File: config.mk
export PLATFORM = sky130hd
export DESIGN_NAME = uart_transmitter
export DESIGN_NICKNAME = d
export VERILOG_FILES = /design/src/rtl/uart_pkg.sv /design/src/rtl/uart_bit_timer.sv /design/src/rtl/uart_transmitter.sv
export SDC_FILE = /design/constraint.sdc
export NUM_CORES = 1
export LEC_CHECK = 0
export ABC_AREA = 0
export CAP_MARGIN = 20
export CELL_PAD_IN_SITES_DETAIL_PLACEMENT = 1
export CELL_PAD_IN_SITES_GLOBAL_PLACEMENT = 2
export CORE_MARGIN = 4
export CORE_UTILIZATION = 40
export DETAILED_ROUTE_END_ITERATION = 10
export PLACE_DENSITY_LB_ADDON = 0.1
export RECOVER_POWER = 100
export SYNTH_ARGS = -nofsm -noshare
export SYNTH_HDL_FRONTEND = slang
export SYNTH_SLANG_ARGS = --single-unit
File: constraint.sdc
create_clock -name clock_12MHz -period 4.85 [get_ports clock_12MHz]
set_clock_uncertainty 0.05 [all_clocks]
set_input_delay 0.97 -clock clock_12MHz [delete_from_list [all_inputs] [get_ports clock_12MHz]]
set_output_delay 0.97 -clock clock_12MHz [all_outputs]
set_load 0.01 [all_outputs]
File: src/rtl/uart_pkg.sv
// Definitions shared by the UART transmitter and receiver: FSM states and framing constants.
package uart_pkg;

  typedef enum logic [1:0] {
    IDLE,
    START,
    DATA,
    STOP
  } uart_state_e;

  localparam int UART_CLKS_9600_AT_12MHZ = 1250;
  localparam int UART_DATA_BITS          = 8;

endpackage

File: src/rtl/uart_bit_timer.sv
// Bit-period down-counter: tick is high in the last cycle of each bit period, then it reloads.
module uart_bit_timer
  import uart_pkg::*;
#(
  parameter int CLKS_PER_BIT = UART_CLKS_9600_AT_12MHZ
) (
  input  logic clk,
  input  logic rst,
  input  logic load,
  input  logic en,
  output logic tick
);

  localparam int TW = (CLKS_PER_BIT > 1) ? $clog2(CLKS_PER_BIT) : 1;
  localparam logic [TW-1:0] RELOAD = TW'(CLKS_PER_BIT - 1);

  logic [TW-1:0] timer_q;
  logic [TW-1:0] timer_d;

  always_comb begin
    timer_d = timer_q;
    if (load || (en && (timer_q == '0))) begin
      timer_d = RELOAD;
    end else if (en) begin
      timer_d = timer_q - 1'b1;
    end
  end

  always_ff @(posedge clk) begin
    if (rst) begin
      timer_q <= '0;
    end else begin
      timer_q <= timer_d;
    end
  end

  assign tick = (timer_q == '0);

endmodule

File: src/rtl/uart_transmitter.sv
// 8N1 UART transmitter with a one-byte holding register so consecutive frames leave back-to-back.
module uart_transmitter
  import uart_pkg::*;
#(
  parameter int CLKS_PER_BIT = UART_CLKS_9600_AT_12MHZ,
  parameter int STOP_BITS    = 1
) (
  input  logic                      clock_12MHz,
  input  logic                      reset,
  input  logic [UART_DATA_BITS-1:0] data,
  input  logic                      data_valid,
  output logic                      ready,
  output logic                      busy,
  output logic                      uart_tx
);

  localparam logic [2:0] LAST_DATA = 3'(UART_DATA_BITS - 1);
  localparam logic [2:0] LAST_STOP = 3'(STOP_BITS - 1);

  uart_state_e               state_q, state_d;
  logic [UART_DATA_BITS-1:0] hold_q, hold_d;
  logic [UART_DATA_BITS-1:0] shift_q, shift_d;
  logic                      hold_full_q, hold_full_d;
  logic [2:0]                bit_cnt_q, bit_cnt_d;
  logic                      tx_q, tx_d;
  logic                      ready_q, ready_d;
  logic                      busy_q, busy_d;
  logic                      timer_load;
  logic                      tick;

  uart_bit_timer #(
    .CLKS_PER_BIT(CLKS_PER_BIT)
  ) u_bit_timer (
    .clk (clock_12MHz),
    .rst (reset),
    .load(timer_load),
    .en  (state_q != IDLE),
    .tick(tick)
  );

  always_comb begin
    state_d     = state_q;
    hold_d      = hold_q;
    hold_full_d = hold_full_q;
    shift_d     = shift_q;
    bit_cnt_d   = bit_cnt_q;
    timer_load  = 1'b0;

    // ready_q is only high while the hold is empty, so accept and load never coincide.
    if (data_valid && ready_q) begin
      hold_d      = data;
      hold_full_d = 1'b1;
    end

    case (state_q)
      IDLE: begin
        if (hold_full_q) begin
          shift_d     = hold_q;
          hold_full_d = 1'b0;
          bit_cnt_d   = '0;
          timer_load  = 1'b1;
          state_d     = START;
        end
      end
      START: begin
        if (tick) state_d = DATA;
      end
      DATA: begin
        if (tick) begin
          shift_d = shift_q >> 1;
          if (bit_cnt_q == LAST_DATA) begin
            bit_cnt_d = '0;
            state_d   = STOP;
          end else begin
            bit_cnt_d = bit_cnt_q + 3'd1;
          end
        end
      end
      STOP: begin
        // bit_cnt counts stop bits here; a waiting byte starts its frame on the same edge.
        if (tick) begin
          if (bit_cnt_q == LAST_STOP) begin
            bit_cnt_d = '0;
            if (hold_full_q) begin
              shift_d     = hold_q;
              hold_full_d = 1'b0;
              timer_load  = 1'b1;
              state_d     = START;
            end else begin
              state_d = IDLE;
            end
          end else begin
            bit_cnt_d = bit_cnt_q + 3'd1;
          end
        end
      end
      default: state_d = IDLE;
    endcase

    ready_d = !hold_full_d;
    busy_d  = (state_q != IDLE) || hold_full_q;

    case (state_q)
      START:   tx_d = 1'b0;
      DATA:    tx_d = shift_q[0];
      default: tx_d = 1'b1;
    endcase
  end

  always_ff @(posedge clock_12MHz) begin
    if (reset) begin
      state_q     <= IDLE;
      hold_full_q <= 1'b0;
      bit_cnt_q   <= '0;
      tx_q        <= 1'b1;
      ready_q     <= 1'b0;
      busy_q      <= 1'b0;
    end else begin
      state_q     <= state_d;
      hold_full_q <= hold_full_d;
      bit_cnt_q   <= bit_cnt_d;
      tx_q        <= tx_d;
      ready_q     <= ready_d;
      busy_q      <= busy_d;
    end
  end

  always_ff @(posedge clock_12MHz) begin
    hold_q  <= hold_d;
    shift_q <= shift_d;
  end

  assign ready   = ready_q;
  assign busy    = busy_q;
  assign uart_tx = tx_q;

endmodule
Word-level counts from Yosys, hierarchy flattened
Cells that the tools add are included.

Register bits: 36. Input bits: 11. Logic and storage cells: 68.

Add/subtract/negate cells: 2. Equal/unequal tests: 10. Muxes and demuxes: 31. Reduce and logical (&&, ||, !) cells: 15.

Operator list (number): 8-bit 2-to-1 mux (4); 8-bit one-hot mux with 3 select lines (1); 11-bit 2-to-1 mux (2); 3-bit 2-to-1 mux (5); 2-bit 2-to-1 mux (6); 2-bit != test, second input constant (6); 11-bit logical NOT (1); 11-bit by 1-bit subtractor with 11-bit output, second input constant (1); 3-bit one-hot mux with 3 select lines (1); 1-bit 2-to-1 mux (8); 2-bit one-hot mux with 4 select lines (1); 4-bit AND reduction (2); 1-bit one-hot mux with 2 select lines (3); 6-bit AND reduction (1); 2-bit equality test, second input constant (2); 2-bit nonzero test (2); 3-bit by 1-bit adder with 3-bit output, second input constant (1); 3-bit equality test, second input constant (1); 3-bit logical NOT (1); 3-bit nonzero test (1); 2-bit by 1-bit equality test with 1-bit output, second input constant (1); 1-bit logical AND (2); 2-bit logical NOT (1); 1-bit logical OR (2); 2 further kinds (2).

Logic depth before layout (Yosys ltp)
Gate-level depths: netlist (run 1).

Depth after elaboration: 7. Gate-level depth with buffers: 8. Mapped depth without buffers: 7.

Cells and area by module
Synthesis (run 1) repeated with hierarchy kept, for this count alone.

Cell total of the unflattened synthesis: 155. Area total of the unflattened synthesis: 1716.6 um^2.

By module, submodules not included: uart_transmitter (times used 1, cells an instance 93, area an instance 1156.1 um^2); uart_bit_timer (times used 1, cells an instance 62, area an instance 560.5 um^2).

Worst setup path after synthesis (run 1)
No wires, ideal clock.

Kind: register to register. Start: register u_bit_timer.timer_q[0]. End: register shift_q[0], enable pin. Library setup time: 0.383 ns. Arrival time: 2.208 ns. Required time: 4.417 ns. Slack: 2.209 ns. Cell stages (with the launch flop): 8. Cells stage by stage: dfxtp_1 -> inv_1 -> ha_1 -> or4b_4 -> nor4_4 -> buf_4 -> a21oi_1 -> a211oi_1.

Longest elaborated chain between the ends: 3. Elaborated cells between the ends (all ways): 4. Classes of those cells: eq/ne: 2; reduce/logical: 2.

RTL lines: start: declaration (line uart_bit_timer.sv:17) `logic [TW-1:0] timer_q;`; start signal: assignment (line uart_bit_timer.sv:33) `timer_q <= timer_d;`; 11-bit logical NOT (*) (line uart_bit_timer.sv:37) `assign tick = (timer_q == '0);`; 2-bit != test (no line); 4-bit AND reduction (no line) (*); end signal: assignment (line uart_transmitter.sv:130) `shift_q <= shift_d;`; end: declaration (line uart_transmitter.sv:22) `logic [UART_DATA_BITS-1:0] shift_q, shift_d;`.

Every way passes the cells marked *; elsewhere a longest branch is shown, timed or not. A chain may end at the register's enable or synchronous reset.

Worst setup path in the final report (run 1)
Start: register u_bit_timer.timer_q[0]. End: register shift_q[3], enable pin.

Same word-level chain as after synthesis.

==> out/results.tsv, run 1 <==
stage	metric	value	unit
run_status	outcome	complete, no violations	
floorplan	die_w	72.7	um
synthesis	ys_ff_latch	36	
global_routing	grt_pass1_vias	1271	
power	powerDensity	582	mW/mm2
critical_path	cp-startpoint	u_bit_timer.timer_q[0]	
floorplan	dieArea	0.00529	mm2
clocking	htreeDepth	2	
timing	worst_slack	1.63	ns
synthesis	synthArstFlopShare	0	
critical_path	critical_path_required	4.71	ns
layout	final_cell_count_no_fill	222	
clocking	clk_pin_slew	0.08	ns
layout	syn_to_final_growth	15.7	%
route	drc	0	
floorplan	rows	23	
critical_path	crit_type	reg -> reg	
placed_design	pre_cts_slack	1.66	ns
critical_path	slowest_delay	0.91	ns
global_routing	antenna_found_initial	0	
route	wl_per_cell	15.4	um
synthesis	avgSynthCellArea	10.5	um2
global_routing	grt_first_pass_wirelength	5850	um
synthesis	post-synth-top-area-cell	edfxtp_1	
critical_path	start_kind	flop	
critical_path	crit_chain	inv_1, ha_1, or4b_1, nor4_4, nand2b_1, a211oi_1	
synthesis	synth_area_leaders	edfxtp_1, dfxtp_1, ha_1, nor2_1, a22o_1	
critical_path	worstReg2RegStart	u_bit_timer.timer_q[0]	
power	total_power	1130	uW
route	drt_iter0_markers	33	
placed_design	portBuffers	13	
synthesis	yosysWarnings	0	
synthesis	synth.distinct_cells	35	
placed_design	place_hpwl	2510	um
route	drt_first_pass_iters	4	
critical_path	crit_buf_inv	1	
clocking	clk-insertion-delay-late	0.29	ns
critical_path	end_kind	flop	
floorplan	core-area	0.00403	mm2
timing	rsz0062_at_grt	false	
global_routing	gr-total-overflow	0	
hold_path	min_from	shift_q[0]	
route	vias	1204	
layout	seq_area	881	um2
layout	fillers	465	
critical_path	timing.critical_path.fanout_max	12	
clocking	post_cts_resized	0	
timing	fin_tns_setup	0	ns
timing	relSlewSlack	0.292	
global_routing	track_usage	0.146	
layout	drive_gt1_frac	0.0581	
placed_design	gp_congestion	0.791	
floorplan	io_pins	14	
synthesis	netlist_area	0.00168	mm2
layout	antenna-diode-count	0	
critical_path	cp_slowest_cell	a211oi_1	
timing	report.final.slew_viol_count	0	
timing	fin_crit_sh	0.663	
synthesis	synth_nets	179	
synthesis	synth_top_area_share	0.287	
timing	fmax	311	MHz
floorplan	initial_utilization	0.416	
synthesis	netlist_top_cells_count	nor2_1, dfxtp_1, edfxtp_1, ha_1, nor3_1	
route	routed_wl	3410	um
synthesis	synth-edff-count	16	
clocking	cts_sinks	36	
floorplan	die_h	72.7	um
clocking	tritoncts	done	
critical_path	crit_family	simple AND/OR/NAND/NOR gates	
synthesis	yosysSeqAreaShare	0.526	
synthesis	synth_most_common_cell	nor2_1	
power	ir_worst_vdd	0.315	mV
clocking	cts-hold-fix-buffers	0	
power	p_leak	0.000704	uW
timing	finalHoldViolCount	0	
route	vias_per_cell	5.42	
clocking	post_cts_buffers	0	
clocking	root_buffer	clkbuf_8	
synthesis	synth_cells	159	
timing	period_needed	3.22	ns
layout	multi_input_area	731	um2
synthesis	ys.flop_type	dfxtp_1	
placed_design	dp.cells	214	
critical_path	worstPathArrival	3.08	ns
clocking	cts_buffer_depth	2	
layout	final_nets	191	
route	antenna_left	0	
hold_path	hp-class	reg -> reg	
clocking	cts_buffers	5	
global_routing	grt_max_degree	22	
timing	finalSetupViolations	0	
flow_run	drv_cap	0	
timing	worst_pin_slew	1.06	ns
-- cells by family (layout without fill, tap and decap cells) --
family,Yosys count,count (layout),synth area share
xor+xnor,8,8,0.0418
mux,2,2,0.0119
buf+inv,14,27,0.0336
fa+ha+maj,9,9,0.0672
compound gates,32,32,0.134
simple gates,58,58,0.186
flops,36,36,0.526
-- report_power, final --
| group | switching [uW] | internal, uW | leakage (uW) |
|---|---|---|---|
| sequential | 54.9 | 399 | 0.000314 |
| clock | 109 | 152 | 0.0000541 |
| combinational | 241 | 172 | 0.000336 |
| total | 405 | 723 | 0.000704 |
-- layout make-up --
class                   count  area share
well taps                  50      0.0323
repair buffers             13      0.0671
inverters                   6      0.0116
multi-input cells         109       0.377
clock buffers               5      0.0355
flip-flops and latches     36       0.454
clock inverters             3      0.0219
-- stage by stage --
| stage | instance area [um2] | hold slack, ns | utilization |
|---|---|---|---|
| final | 1940 | 0.433 | 0.481 |
| after global routing | 1940 | 0.447 | 0.481 |
| after CTS | 1950 | 0.440 | 0.483 |
| after detailed placement | 1830 | 0.422 | 0.455 |
| after global placement | 1830 | 0.404 | 0.455 |
| after floorplan | 1680 | 0.382 | - |
-- worst paths after layout --
kind	end	slack, ns	cells after the start
worst min-delay path	uart_tx	0.43	1
worst max register to register	shift_q[3]	1.63	6
worst min register to register	uart_tx	0.43	1
worst max-delay path	shift_q[3]	1.63	6
-- sequential cells by signal (all words and copies together) (netlist names) --
name,count
u_bit_timer.timer_q,11
hold_q,8
shift_q,8
bit_cnt_q,3
state_q,2
busy,1
hold_full_q,1
ready,1
uart_tx,1
-- layout by cell type, fill, tap and decap left out, types with 3 or more instances in the layout --
master,n
nor2b_1,5
clkbuf_8,5
inv_1,6
a22o_1,7
ha_1,9
a21oi_1,8
xnor2_1,6
nor3_1,9
dfxtp_1,20
a211oi_1,7
nor2_1,24
dlygate4sd3_1,13
nand2_1,3
o21ai_0,5
edfxtp_1,16
nand3_1,3
-- routing by layer --
| layer | GRT usage | wire [um] | share of wire | vias up |
|---|---|---|---|---|
| met3 | 0.0289 | 90 | 0.026 | 8 |
| met2 | 0.257 | 1720 | 0.50 | 17 |
| met1 | 0.172 | 1540 | 0.45 | 588 |
| li1 | - | - | - | 591 |
| met5 | 0 | 0 | 0 | - |
| met4 | 0.0615 | 60 | 0.018 | 0 |
No activity file was read; power rests on OpenSTA's default activity.
==> inputs of run 2 (changes only) <==
CORE_UTILIZATION = 33   (was 40)
clock period = 2.9 ns   (was 4.85 ns; I/O delays follow)
==> run 2 against run 1 <==
Against the previous run: total power increased by 70%; first-iteration DRC count is 73% higher; fmax rose by 28%; cell area increased by 2.6%; cell count up 9.9%; count of clock-buffer cells in the layout stayed put; critical path depth rose by 1; critical path type unchanged; largest cell class unchanged.
==> out/results.tsv, run 2 (synthesis gave the netlist of run 1 again) <==
stage	metric	value	unit	change
route	wl_per_cell	14.8	um	-3.5%
global_routing	grt_max_degree	17		-23%
critical_path	start_kind	flop		
placed_design	gp_congestion	0.679		-14%
timing	fin_tns_setup	0	ns	unchanged
layout	fillers	570		+23%
route	antenna_left	0		unchanged
route	vias_per_cell	4.94		-8.9%
clocking	root_buffer	clkbuf_8		
power	powerDensity	963	mW/mm2	+65%
global_routing	grt_pass1_vias	1264		-0.55%
clocking	tritoncts	done		
global_routing	grt_first_pass_wirelength	5950	um	+1.8%
layout	max_flop_register	u_bit_timer.timer_q		
timing	finalHoldViolCount	0		unchanged
layout	largestRegisters	u_bit_timer.timer_q: 11 flops, hold_q: 8 flops, shift_q: 8 flops		
flow_run	drv_cap	0		unchanged
clocking	cts_buffers	5		unchanged
layout	drive_gt1_frac	0.0734		+0.0153
clocking	cts-hold-fix-buffers	0		unchanged
run_status	outcome	complete, no violations		
placed_design	portBuffers	13		unchanged
clocking	clk-insertion-delay-late	0.28	ns	about the same
floorplan	core-area	0.00482	mm2	+20%
layout	final_common_cell	nor2_1		
placed_design	place_hpwl	2670	um	+6.7%
clocking	post_cts_resized	0		unchanged
layout	final_cell_mix	nor2_1, dfxtp_1, edfxtp_1		
critical_path	reg2regPathDepth	7		+1
timing	fin_crit_sh	0.864		+0.200
clocking	htreeDepth	2		unchanged
route	routed_wl	3610	um	+6.0%
route	drc	0		unchanged
critical_path	crit_type	reg -> reg		
route	drt_iter0_markers	57		+73%
timing	worst_pin_slew	0.597	ns	-0.459 ns
clocking	clk_pin_slew	0.07	ns	about the same
floorplan	dieArea	0.00628	mm2	+19%
global_routing	antenna_found_initial	0		unchanged
critical_path	worstPathArrival	2.45	ns	-0.63 ns
clocking	cts_buffer_depth	2		unchanged
power	p_leak	0.000721	uW	+2.4%
clocking	post_cts_buffers	0		unchanged
critical_path	critical_path_required	2.85	ns	-1.86 ns
timing	rsz0062_at_grt	false		
floorplan	rows	25		+8.7%
global_routing	gr-total-overflow	0		unchanged
clocking	cts_sinks	36		unchanged
layout	fin_area	0.00199	mm2	+2.6%
layout	antenna-diode-count	0		unchanged
timing	hold_slack	0.411	ns	-0.0225 ns
route	vias	1206		+0.17%
hold_path	hp-class	reg -> reg		
floorplan	die_w	79.3	um	+9.0%
timing	relSlewSlack	0.602		+0.310
placed_design	dpl_cell_area	0.00189	mm2	+3.2%
timing	period_needed	2.50	ns	-0.712 ns
timing	finalSetupViolations	0		unchanged
timing	report.final.slew_viol_count	0		unchanged
layout	multi_input_area	731	um2	unchanged
floorplan	initial_utilization	0.348		-0.0680
timing	fmax	399	MHz	+28%
power	ir_worst_vdd	0.402	mV	+28%
critical_path	timing.critical_path.fanout_max	8		-4
layout	largest_register_ffs	11		unchanged
layout	syn_to_final_growth	18.7	%	
hold_path	min_path_cells	1		unchanged
global_routing	track_usage	0.125		-0.0203
critical_path	end_kind	flop		
route	drt_first_pass_iters	4		unchanged
floorplan	io_pins	14		unchanged
floorplan	die_h	79.3	um	+9.0%
layout	seq_area	881	um2	unchanged
layout	final_nets	196		+2.6%
## run 2: cell types whose count changed in the layout (fill, tap and decap cells not counted)
cell / delta
buf_4: +3
clkbuf_1: +2
clkdlybuf4s50_1: +1
dlygate4sd3_1: -1
## run 2: path summary, 6_finish.rpt
kind	start	end	slack, ns
worst max-delay path	u_bit_timer.timer_q[0]	shift_q[0]	0.40
worst min register to register	shift_q[0]	uart_tx	0.41
worst max register to register	u_bit_timer.timer_q[0]	shift_q[0]	0.40
worst min-delay path	shift_q[0]	uart_tx	0.41
## run 2: where the power goes
part / switching (uW) / internal [uW]
clock network: 180 / 254
registers: 97.0 / 666
logic: 411 / 307
## run 2: stage by stage
stage | std cells | util | total power, uW | setup slack, ns
finish | 244 | 0.413 | 1910 | 0.396
global route | 244 | 0.413 | 2070 | 0.197
CTS | 244 | 0.416 | 1990 | 0.412
detailed placement | 236 | 0.393 | 1540 | 0.413
global placement | 236 | 0.393 | 1510 | 0.495
floorplan | 159 | - | 1320 | 0.259
## run 2: layout make-up
| type | count | area share |
|---|---|---|
| Multi-Input combinational cell | 109 | 0.367 |
| Tap cell | 67 | 0.0421 |
| Clock inverter | 3 | 0.0214 |
| Inverter | 6 | 0.0113 |
| Timing Repair Buffer | 18 | 0.0805 |
| Clock buffer | 5 | 0.0346 |
| Sequential cell | 36 | 0.443 |
## run 2: critical path, stage by stage, from the launching register on
cell	delay [ns]
dfxtp_1	0.33
inv_1	0.10
ha_1	0.16
or4b_1	0.55
nor4_4	0.42
nand2b_1	0.13
a211oi_1	0.27
buf_4	0.21
## run 2: routing by layer
metal,part of all wire,vias to the layer above,GRT usage
li1,-,604,-
met2,0.49,16,0.210
met4,0.014,0,0.0464
met1,0.46,581,0.150
met5,0,-,0
met3,0.038,5,0.0397
==> inputs of run 3 (changes only) <==
CORE_UTILIZATION = 37   (was 33)
RECOVER_POWER = default   (was 100)
clock period = 2.6 ns   (was 2.9 ns; I/O delays follow)
==> run 3 against run 2 <==
Against the previous run: sequential share of layout area fell by 0.11 points; die area fell by 9.7%; sequential power rose by 12%; largest cell class unchanged; register-to-register slack got worse by 0.09 ns; critical path type unchanged; combinational power rose by 22%; critical endpoint is now shift_q[1].
==> out/results.tsv, run 3 (synthesis gave the netlist of run 1 again) <==
stage	metric	value	unit	change
run_status	outcome	complete, no violations		
hold_path	hp-class	reg -> reg		
timing	finalSetupViolations	0		unchanged
route	vias	1220		+1.2%
timing	report.final.slew_viol_count	0		unchanged
clocking	clk_pin_slew	0.07	ns	about the same
timing	relSlewSlack	0.601		-0.000882
layout	final_nets	197		+0.51%
clocking	cts_buffers	5		unchanged
route	antenna_left	0		unchanged
global_routing	gr-total-overflow	0		unchanged
timing	worst_pin_slew	0.599	ns	+0.00166 ns
layout	max_flop_register	u_bit_timer.timer_q		
clocking	root_buffer	clkbuf_8		
route	drt_iter0_markers	90		+58%
power	ir_worst_vdd	0.501	mV	+25%
global_routing	grt_pass1_vias	1295		+2.5%
power	powerDensity	1110	mW/mm2	+15%
timing	fmax	435	MHz	+9.0%
layout	antenna-diode-count	0		unchanged
clocking	clk-insertion-delay-late	0.28	ns	about the same
timing	fin_crit_sh	0.884		+0.0200
timing	fin_tns_setup	0	ns	unchanged
timing	hold_slack	0.418	ns	+0.00714 ns
global_routing	antenna_found_initial	0		unchanged
critical_path	r2r_slack	0.30	ns	-0.09 ns
clocking	post_cts_resized	0		unchanged
clocking	cts_buffer_depth	2		unchanged
placed_design	gp_congestion	0.856		+26%
floorplan	rows	24		-4.0%
floorplan	initial_utilization	0.385		+0.0370
clocking	tritoncts	done		
route	routed_wl	3560	um	-1.4%
placed_design	place_hpwl	2610	um	-2.4%
placed_design	portBuffers	13		unchanged
critical_path	worstPathArrival	2.25	ns	-0.20 ns
route	wl_per_cell	15.5	um	+4.6%
clocking	htreeDepth	2		unchanged
global_routing	grt_max_degree	18		+1
floorplan	io_pins	14		unchanged
global_routing	track_usage	0.147		+0.0217
layout	fillers	492		-14%
power	p_leak	0.000735	uW	+1.9%
floorplan	die_w	75.3	um	-5.0%
critical_path	timing.critical_path.fanout_max	7		-1
critical_path	end_kind	flop		
critical_path	critical_path_required	2.55	ns	-0.30 ns
layout	largestRegisters	u_bit_timer.timer_q: 11 flops, hold_q: 8 flops, shift_q: 8 flops		
floorplan	core-area	0.00435	mm2	-9.6%
layout	drive_gt1_frac	0.101		+0.0277
layout	final_util	0.458		+0.0451
critical_path	crit_buf_inv	2		unchanged
critical_path	cp_slowest_cell	or4b_4		
critical_path	crit_chain	inv_1, ha_1, or4b_4, nor4_4, a21oi_1, a211oi_2, buf_4		
layout	syn_to_final_growth	19.0	%	
route	drc	0		unchanged
layout	largest_register_ffs	11		unchanged
layout	final_common_cell	nor2_1		
clocking	cts_sinks	36		unchanged
floorplan	dieArea	0.00567	mm2	-9.7%
critical_path	slowest_delay	0.51	ns	-0.04 ns
flow_run	drv_cap	0		unchanged
route	vias_per_cell	5.30		+7.3%
critical_path	start_kind	flop		
timing	period_needed	2.30	ns	-0.207 ns
clocking	cts-hold-fix-buffers	0		unchanged
floorplan	die_h	75.3	um	-5.0%
global_routing	grt_first_pass_wirelength	6230	um	+4.6%
timing	finalHoldViolCount	0		unchanged
critical_path	crit_family	simple AND/OR/NAND/NOR gates		
layout	final_cell_mix	nor2_1, dfxtp_1, edfxtp_1		
route	drt_first_pass_iters	4		unchanged
critical_path	crit_type	reg -> reg		
clocking	post_cts_buffers	0		unchanged
timing	rsz0062_at_grt	false		
run 3: area by class of cell:
class,count,area [um2],area share
multi-input cells,109,743,0.373
inverters,6,22.5,0.0113
well taps,52,65.1,0.0326
flip-flops and latches,36,881,0.442
repair buffers,19,175,0.0878
clock buffers,6,72.6,0.0364
clock inverters,2,35.0,0.0176
run 3: path summary, 6_finish.rpt:
check | startpoint | cells after the start | to
worst min-delay path | shift_q[0] | 1 | uart_tx
worst min register to register | shift_q[0] | 1 | uart_tx
worst max-delay path | u_bit_timer.timer_q[0] | 7 | shift_q[1]
worst max register to register | u_bit_timer.timer_q[0] | 7 | shift_q[1]
run 3: layer usage:
layer / wire length (um) / vias up / track usage
li1: - / 606 / -
met3: 122 / 4 / 0.0501
met4: 42 / 0 / 0.0466
met2: 1790 / 16 / 0.246
met1: 1600 / 594 / 0.179
met5: 0 / - / 0
run 3: where the power goes:
group	leakage [uW]	internal [uW]	total (uW)	switching (uW)
combinational	0.000365	398	876	478
clock	0.0000552	285	484	199
sequential	0.000314	743	852	110
total	0.000735	1430	2210	786
run 3: metrics by stage:
step | worst slack, ns | total power, uW | area [um2] | cells
finish | 0.303 | 2210 | 1990 | 230
global route | 0.120 | 2390 | 1990 | 230
CTS | 0.264 | 2240 | 1990 | 230
detailed placement | 0.280 | 1750 | 1890 | 222
global placement | 0.383 | 1710 | 1890 | 222
floorplan | 0.188 | 1480 | 1680 | 159
